==> src/rtl/instruction_fetch_unit_pkg.sv <==
// Shared constants and types for the instruction fetch stage.
package instruction_fetch_unit_pkg;

   localparam int                 WORD_SIZE = 19;
   localparam int                 IM_ADDR_W = 10;
   localparam logic [IM_ADDR_W-1:0] RESET_PC = '0;

   typedef enum logic [1:0] {
      FS_IDLE,
      FS_REQ,
      FS_WAIT,
      FS_HOLD
   } fetch_state_t;

endpackage

==> src/rtl/fetch_pc_reg.sv <==
// Program counter: redirect load beats increment; increment wraps at 2^ADDR_W.
module fetch_pc_reg #(
   parameter int                ADDR_W   = 10,
   parameter logic [ADDR_W-1:0] RESET_PC = '0
) (
   input  logic              CLK,
   input  logic              RESET_N,
   input  logic              load_i,
   input  logic [ADDR_W-1:0] load_addr_i,
   input  logic              inc_i,
   output logic [ADDR_W-1:0] pc_o
);

   logic [ADDR_W-1:0] pc_q, pc_d;

   always_comb begin
      pc_d = pc_q;
      if (load_i)
         pc_d = load_addr_i;
      else if (inc_i)
         pc_d = pc_q + ADDR_W'(1);
   end

   always_ff @(posedge CLK or negedge RESET_N) begin
      if (!RESET_N)
         pc_q <= RESET_PC;
      else
         pc_q <= pc_d;
   end

   assign pc_o = pc_q;

endmodule

==> src/rtl/instruction_fetch_unit.sv <==
// Fetch stage: issues single-cycle reads to instruction memory and hands the
// returned word plus its PC to the decoder over valid/ready.
module instruction_fetch_unit
   import instruction_fetch_unit_pkg::*;
#(
   parameter int                ADDR_W      = IM_ADDR_W,
   parameter logic [ADDR_W-1:0] RESET_PC    = instruction_fetch_unit_pkg::RESET_PC,
   parameter int                MEM_LATENCY = 1
) (
   input  logic                 CLK,
   input  logic                 RESET_N,
   input  logic                 halt,
   input  logic                 redirect_valid,
   input  logic [ADDR_W-1:0]    redirect_addr,
   output logic                 im_rd_en,
   output logic [ADDR_W-1:0]    im_addr,
   input  logic [WORD_SIZE-1:0] im_rdata,
   output logic                 instr_valid,
   input  logic                 instr_ready,
   output logic [WORD_SIZE-1:0] instr,
   output logic [ADDR_W-1:0]    instr_pc,
   output logic [ADDR_W-1:0]    pc,
   output logic                 halted
);

   localparam logic [1:0] LAT_INIT = 2'(MEM_LATENCY - 1);

   fetch_state_t          state_q;
   logic [1:0]            lat_cnt_q;
   logic                  rd_en_q;
   logic [ADDR_W-1:0]     addr_q;
   logic                  valid_q;
   logic [WORD_SIZE-1:0]  instr_q;
   logic [ADDR_W-1:0]     instr_pc_q;
   logic [ADDR_W-1:0]     pc_cur;
   logic                  capture;

   // The data beat lands in WAIT once the latency counter has drained.
   assign capture = (state_q == FS_WAIT) && (lat_cnt_q == 2'd0) && !redirect_valid;

   fetch_pc_reg #(
      .ADDR_W   (ADDR_W),
      .RESET_PC (RESET_PC)
   ) u_pc (
      .CLK         (CLK),
      .RESET_N     (RESET_N),
      .load_i      (redirect_valid),
      .load_addr_i (redirect_addr),
      .inc_i       (capture),
      .pc_o        (pc_cur)
   );

   // The read strobe is raised on the edge that enters REQ, so it is high
   // for exactly the REQ cycle and carries the PC that REQ will fetch.
   always_ff @(posedge CLK or negedge RESET_N) begin
      if (!RESET_N) begin
         state_q    <= FS_IDLE;
         lat_cnt_q  <= 2'd0;
         rd_en_q    <= 1'b0;
         addr_q     <= '0;
         valid_q    <= 1'b0;
         instr_q    <= '0;
         instr_pc_q <= '0;
      end else begin
         rd_en_q <= 1'b0;
         if (redirect_valid) begin
            valid_q <= 1'b0;
            if (!halt) begin
               state_q <= FS_REQ;
               rd_en_q <= 1'b1;
               addr_q  <= redirect_addr;
            end else begin
               state_q <= FS_IDLE;
            end
         end else begin
            unique case (state_q)
               FS_IDLE: begin
                  if (!halt) begin
                     state_q <= FS_REQ;
                     rd_en_q <= 1'b1;
                     addr_q  <= pc_cur;
                  end
               end
               FS_REQ: begin
                  lat_cnt_q <= LAT_INIT;
                  state_q   <= FS_WAIT;
               end
               FS_WAIT: begin
                  if (lat_cnt_q != 2'd0) begin
                     lat_cnt_q <= lat_cnt_q - 2'd1;
                  end else begin
                     instr_q    <= im_rdata;
                     instr_pc_q <= pc_cur;
                     valid_q    <= 1'b1;
                     state_q    <= FS_HOLD;
                  end
               end
               FS_HOLD: begin
                  if (instr_ready) begin
                     valid_q <= 1'b0;
                     if (!halt) begin
                        state_q <= FS_REQ;
                        rd_en_q <= 1'b1;
                        addr_q  <= pc_cur;
                     end else begin
                        state_q <= FS_IDLE;
                     end
                  end
               end
               default: state_q <= FS_IDLE;
            endcase
         end
      end
   end

   assign im_rd_en    = rd_en_q;
   assign im_addr     = addr_q;
   assign instr_valid = valid_q;
   assign instr       = instr_q;
   assign instr_pc    = instr_pc_q;
   assign pc          = pc_cur;
   assign halted      = (state_q == FS_IDLE);

endmodule

==> config.mk <==
export PLATFORM = sky130hd
export DESIGN_NAME = instruction_fetch_unit
export DESIGN_NICKNAME = d
export VERILOG_FILES = /design/src/rtl/instruction_fetch_unit_pkg.sv /design/src/rtl/fetch_pc_reg.sv /design/src/rtl/instruction_fetch_unit.sv
export SDC_FILE = /design/constraint.sdc
export NUM_CORES = 1
export LEC_CHECK = 0
export ABC_AREA = 1
export BUFFER_PORTS_ARGS = -buffer_cell sky130_fd_sc_hd__buf_4
export CAP_MARGIN = 5
export CORE_UTILIZATION = 24
export CTS_CLUSTER_DIAMETER = 80
export DETAILED_ROUTE_END_ITERATION = 7
export GPL_TIMING_DRIVEN = 0
export PLACE_DENSITY_LB_ADDON = 0.05
export SETUP_SLACK_MARGIN = 0.15
export SYNTH_ARGS = -nofsm -noshare
export SYNTH_HDL_FRONTEND = slang
export SYNTH_SLANG_ARGS = --single-unit
==> constraint.sdc <==
create_clock -name CLK -period 1.78 [get_ports CLK]
set_input_delay 0.267 -clock CLK [delete_from_list [all_inputs] [get_ports CLK]]
set_output_delay 0.267 -clock CLK [all_outputs]
set_load 0.01 [all_outputs]
**After elaboration in Yosys (flattened, before gate mapping)**

Cells that the tools add are included.
W data, S select, Z words.

- Flip-flop bits (word level): 55
- Latch bits: 0
- Bits in writable memories: 0
- Bits in read-only memories: 0
- Bits of input ports: 34
- Output and inout bits: 52
- Logic and storage cells: 58
- Memories kept: 0

- $add $sub $neg: 2
- $mul: 0
- Divide/modulo/power cells: 0
- Magnitude comparators: 0
- Eq/ne operators: 8
- Shift operators: 0
- Multiplexer cells: 23
- Bitwise gates (word level): 2
- Reductions and logical operators: 15

Operators with widths:

| kind | count |
|---|---|
| $mux W10 | 6 |
| $pmux W10 S2 | 1 |
| $reduce_and A3 Y1 | 5 |
| $add A10 B1 Y10 const B | 1 |
| $mux W2 | 5 |
| $ne A3 B3 Y1 const B | 3 |
| $pmux W2 S4 | 1 |
| $mux W1 | 7 |
| $reduce_bool A2 Y1 | 3 |
| $reduce_bool A3 Y1 | 2 |
| $eq A2 B2 Y1 const B | 2 |
| $logic_not A2 Y1 | 2 |
| $pmux W1 S2 | 2 |
| $pmux W2 S2 | 1 |
| $eq A2 B1 Y1 const B | 1 |
| $logic_and A1 B1 Y1 | 2 |
| $ne A2 B1 Y1 const B | 1 |
| $ne A2 B2 Y1 const B | 1 |
| $not A1 Y1 | 2 |
| $sub A2 B1 Y2 const B | 1 |
| $logic_not A1 Y1 | 1 |

**Depth between registers and ports, before layout**

- Word-level depth: 5
- Mapped depth: 8
- Gate-level depth less buffers: 8

**Cells and area by module**

Synthesis repeated with hierarchy kept, for this count alone.

- Cell total of the unflattened synthesis: 316
- Area total of the unflattened synthesis: 2,730.1 µm²

By module, submodules not included:

| module | times used | cells each | area each (µm²) | seq. area each (µm²) |
|---|---|---|---|---|
| instruction_fetch_unit | 1 | 238 | 2,130.8 | 1,126.1 |
| fetch_pc_reg | 1 | 78 | 599.3 | 250.2 |

**Worst setup path after synthesis**

No wires, ideal clock.

- Kind: register to register
- Start point: register state_q[1]
- End point: register addr_q[3] (netlist: im_addr[3])
- Library setup time: 117 ps
- Data arrival time: 1,266 ps
- Data required time: 1,663 ps
- Slack: 397 ps
- Stages on the path, launching flop included: 9
- Path buffers: 1
- Period minus slack after synthesis: 1,383 ps
- Cell sequence: dfrtp_1 > inv_1 > ha_1 > nor2_4 > nand2_2 > nand3_4 > buf_12 > nand2_2 > nand2_1

- Cells in the longest elaborated chain, start to end: 3
- Elaborated cells between the ends (all ways): 7
- Classes of those cells: eq/ne: 2; mux: 2; reduce/logical: 3

Ends and longest elaborated chain:

| element | RTL line | source |
|---|---|---|
| start: declaration | instruction_fetch_unit.sv:28 | `fetch_state_t state_q;` |
| start signal: assignment | instruction_fetch_unit.sv:57 | `state_q <= FS_IDLE;` |
| start signal: assignment | instruction_fetch_unit.sv:69 | `state_q <= FS_REQ;` |
| start signal: assignment | instruction_fetch_unit.sv:73 | `state_q <= FS_IDLE;` |
| $logic_not A2 Y1 (*) | n/a |  |
| via halted | instruction_fetch_unit.sv:23 | `output logic halted` |
| $pmux W10 S2 / $reduce_bool A3 Y1 (equally long branches) | n/a |  |
| $mux W10 / $reduce_and A3 Y1 (equally long branches) | n/a |  |
| end signal: assignment | instruction_fetch_unit.sv:71 | `addr_q <= redirect_addr;` |
| end signal: assignment | instruction_fetch_unit.sv:81 | `addr_q <= pc_cur;` |
| end signal: assignment | instruction_fetch_unit.sv:104 | `addr_q <= pc_cur;` |
| end: declaration | instruction_fetch_unit.sv:31 | `logic [ADDR_W-1:0] addr_q;` |

Mark *: on every way through the listed nets, which the timed path passes. The rest lies on a longest branch.
A chain may end at the register's enable or synchronous reset.

**Worst setup path in the final report**

- Start point: register state_q[1]
- End point: output port halted

- Cells in the longest elaborated chain, start to end: 1

Ends and longest elaborated chain:

| element | RTL line | source |
|---|---|---|
| $logic_not A2 Y1 | instruction_fetch_unit.sv:122 | `assign halted = (state_q == FS_IDLE);` |
| end: declaration | instruction_fetch_unit.sv:23 |  |

No other way between the ends.

==> impl_metrics.tcl <==
set metrics [dict create \
    status "finished with violations" \
    violations "negative hold slack" \
    grt_pass1_vias 2196 \
    cp_cell_sequence "inv_1, ha_2, buf_4" \
    hpwl_um 5420 \
    rows 38 \
    final_cell_mix "nand2_1, buf_4, dfrtp_1" \
    ys_seq_elements 55 \
    synth_area_per_cell_um2 8.61 \
    critPathRequiredTime_ns 1.51 \
    hold_viol 1 \
    cts-hold-fix-buffers 0 \
    gp_congestion 0.806 \
    synth_nets 348 \
    cts-root-buf "clkbuf_8" \
    startpoint_type "register" \
    ys_seq_area_share_pct 51.9 \
    p_leak_uw 0.00185 \
    cts_buffers 5 \
    hold-worst-slack_ns -0.00282 \
    endpoint_kind "output pin" \
    io_pins 86 \
    core-area_um2 10800 \
    final_util_pct 33.0 \
    synth_top_family_by_area "simple AND/OR/NAND/NOR gates" \
    synthCells 308 \
    drv_cap 0 \
    cp_max_fo 5 \
    slowest_delay_ns 0.45 \
    yosys.area_share.adder_pct 2.83 \
    fin_tns_setup_ns 0 \
    drtIter0Drc 139 \
    clk_pin_slew_ns 0.11 \
    setup_violations 0 \
    dieArea_um2 11500 \
    antenna_found_initial 0 \
    drc 0 \
    period_minus_slack_ns 1.53 \
    tightest_slew_ns 0.729 \
    viasPerCell 4.22 \
    synthMuxAreaShare_pct 0 \
    die_x_um 107 \
    dr.pass1.iters 6 \
    area_growth_pct 34.1 \
    hp-class "in2async" \
    clk_path_buf_depth 2 \
    n_fill_cell 1147 \
    path_class "reg2out" \
    wl_um 7300 \
    cts.sinks 55 \
    crit_arrival_ns 1.26 \
    ant_nets 0 \
    grt_first_pass_wirelength_um 11700 \
    yosys_warnings 0 \
    avgRoutedWirePerCell_um 13.5 \
    dieHeight_um 107 \
    num_vias 2281 \
    numPortBuffers 84 \
    cts_max_level 2 \
    peakVddDrop_v 0.000560 \
    start_util_pct 24.6 \
    cts_tree "yes" \
    drv_slew 0 \
    rsz0062_at_grt "true" \
    antenna_cells 0 \
    synthSimpleGateAreaFrac_pct 26.9 \
    synth-xor-area-share_pct 0.330 \
    slew-limit-headroom_pct 51.4 \
    final_nets 439 \
    grt_max_degree 56 \
    synth_compound_area_share_pct 10.6 \
    yosysUniqueCellTypes 30 \
    final_common_cell "nand2_1" \
    power_density_nw_per_um2 1480 \
    fin_skew_ns 0.0155 \
    grt-ovfl-total 0 \
    clk_latency_ns 0.32 \
    cp_slowest_cell "dfrtp_1" \
    drive_above_1_share_pct 32.5 \
    track_usage_pct 13.4 \
    max_freq_mhz 654 \
    netlist_area_um2 2650 \
    period_share_pct 85.9 \
]
-- repair_timing --
action / 4_1_cts / 5_1_grt
pin swaps: 0 / 0
buffers inserted: 0 / 0
setup endpoints to repair: 1 / 4
gates resized for setup: 1 / 2
-- Yosys cell counts (all sizes together) --
library cell | n | share of area [%]
a21oi | 9 | 2.3
nand4 | 2 | 0.47
a22oi | 2 | 0.57
nand2 | 126 | 18
nor3 | 1 | 0.38
o21ai | 31 | 6.8
o21a | 1 | 0.28
a211oi | 1 | 0.28
ha | 6 | 2.8
xnor2 | 1 | 0.33
nand3 | 16 | 4.0
or2 | 1 | 0.24
inv | 25 | 3.7
nor2 | 20 | 3.5
dfrtp | 55 | 52
buf | 10 | 3.7
o221ai | 1 | 0.33
-- layout make-up --
| class | instances | area [um2] | share of cell area [%] |
|---|---|---|---|
| flip-flops and latches | 55 | 1380 | 38.7 |
| multi-input cells | 218 | 1090 | 30.5 |
| repair buffers | 84 | 631 | 17.7 |
| well taps | 140 | 175 | 4.92 |
| plain buffers | 10 | 98.8 | 2.78 |
| inverters | 25 | 98.8 | 2.78 |
| clock buffers | 5 | 68.8 | 1.93 |
| clock inverters | 3 | 22.5 | 0.633 |
-- per-layer routing --
| metal | routed length (um) | part of all wire [%] | global-route usage, % | vias up |
|---|---|---|---|---|
| met5 | 0 | 0 | 0 | - |
| met2 | 3400 | 47 | 21.0 | 69 |
| met3 | 431 | 5.9 | 2.67 | 4 |
| met4 | 55 | 0.75 | 4.11 | 0 |
| li1 | - | - | - | 1160 |
| met1 | 3420 | 47 | 18.6 | 1048 |
-- registers in the layout (all words and copies together), names as in the netlist --
register,flops
instr_valid,1
state_q,2
u_pc.pc_o,10
im_addr,10
instr_pc,10
instr,19
lat_cnt_q,2
im_rd_en,1
-- worst max-delay path: cells and delay by family (launching register included) --
| family | cells | cell delay (ns) |
|---|---|---|
| buffers and inverters | 2 | 0.26 |
| adders and majority gates | 1 | 0.24 |
| DFF | 1 | 0.45 |
-- logic make-up after synthesis --
group,after synthesis
AND/OR/NAND/NOR,166
flip-flops,55
AO/OA/AOI/OAI,45
buffers and inverters,35
adder cells (fa/ha/maj),6
XOR/XNOR,1
-- per-stage QoR --
step           power (uW)  hold WS (ns)  instance area [um2]  cells  setup slack (ns)
6_report             5260      -0.00282                 3560    540             0.250
5_1_grt              5730        0.0468                 3560    540             0.135
4_1_cts              5360        0.0305                 3550    540             0.185
3_5_place_dp         4580         0.387                 3460    532             0.150
3_3_place_gp         4570         0.397                 3460    532             0.144
2_1_floorplan        3370       -0.0286                 2650    308             0.397
-- worst paths after layout --
kind | start | endpoint | slack, ns | cells after the start
max in group asynchronous | RESET_N | state_q[1]$_DFFE_PN0P_ | 1.30 | 1
hold / removal | RESET_N | instr[3]$_DFFE_PN0P_ | -0.003 | 1
setup reg to reg | state_q[0]$_DFFE_PN0P_ | u_pc.pc_o[3]$_DFFE_PN0P_ | 0.27 | 8
setup / recovery | state_q[1]$_DFFE_PN0P_ | halted | 0.25 | 3
min in group CLK | im_rdata[11] | instr[11]$_DFFE_PN0P_ | 0.13 | 3
hold reg to reg | instr_pc[7]$_DFFE_PN0P_ | instr_pc[7]$_DFFE_PN0P_ | 0.49 | 2
-- report_power, final --
| group | leakage (uW) | internal, uW | total, uW | switching, uW |
|---|---|---|---|---|
| combinational | 0.00112 | 1130 | 2390 | 1260 |
| clock | 0.0000485 | 284 | 747 | 463 |
| sequential | 0.000691 | 1760 | 2120 | 362 |
Power figures use the tool's default switching activity.
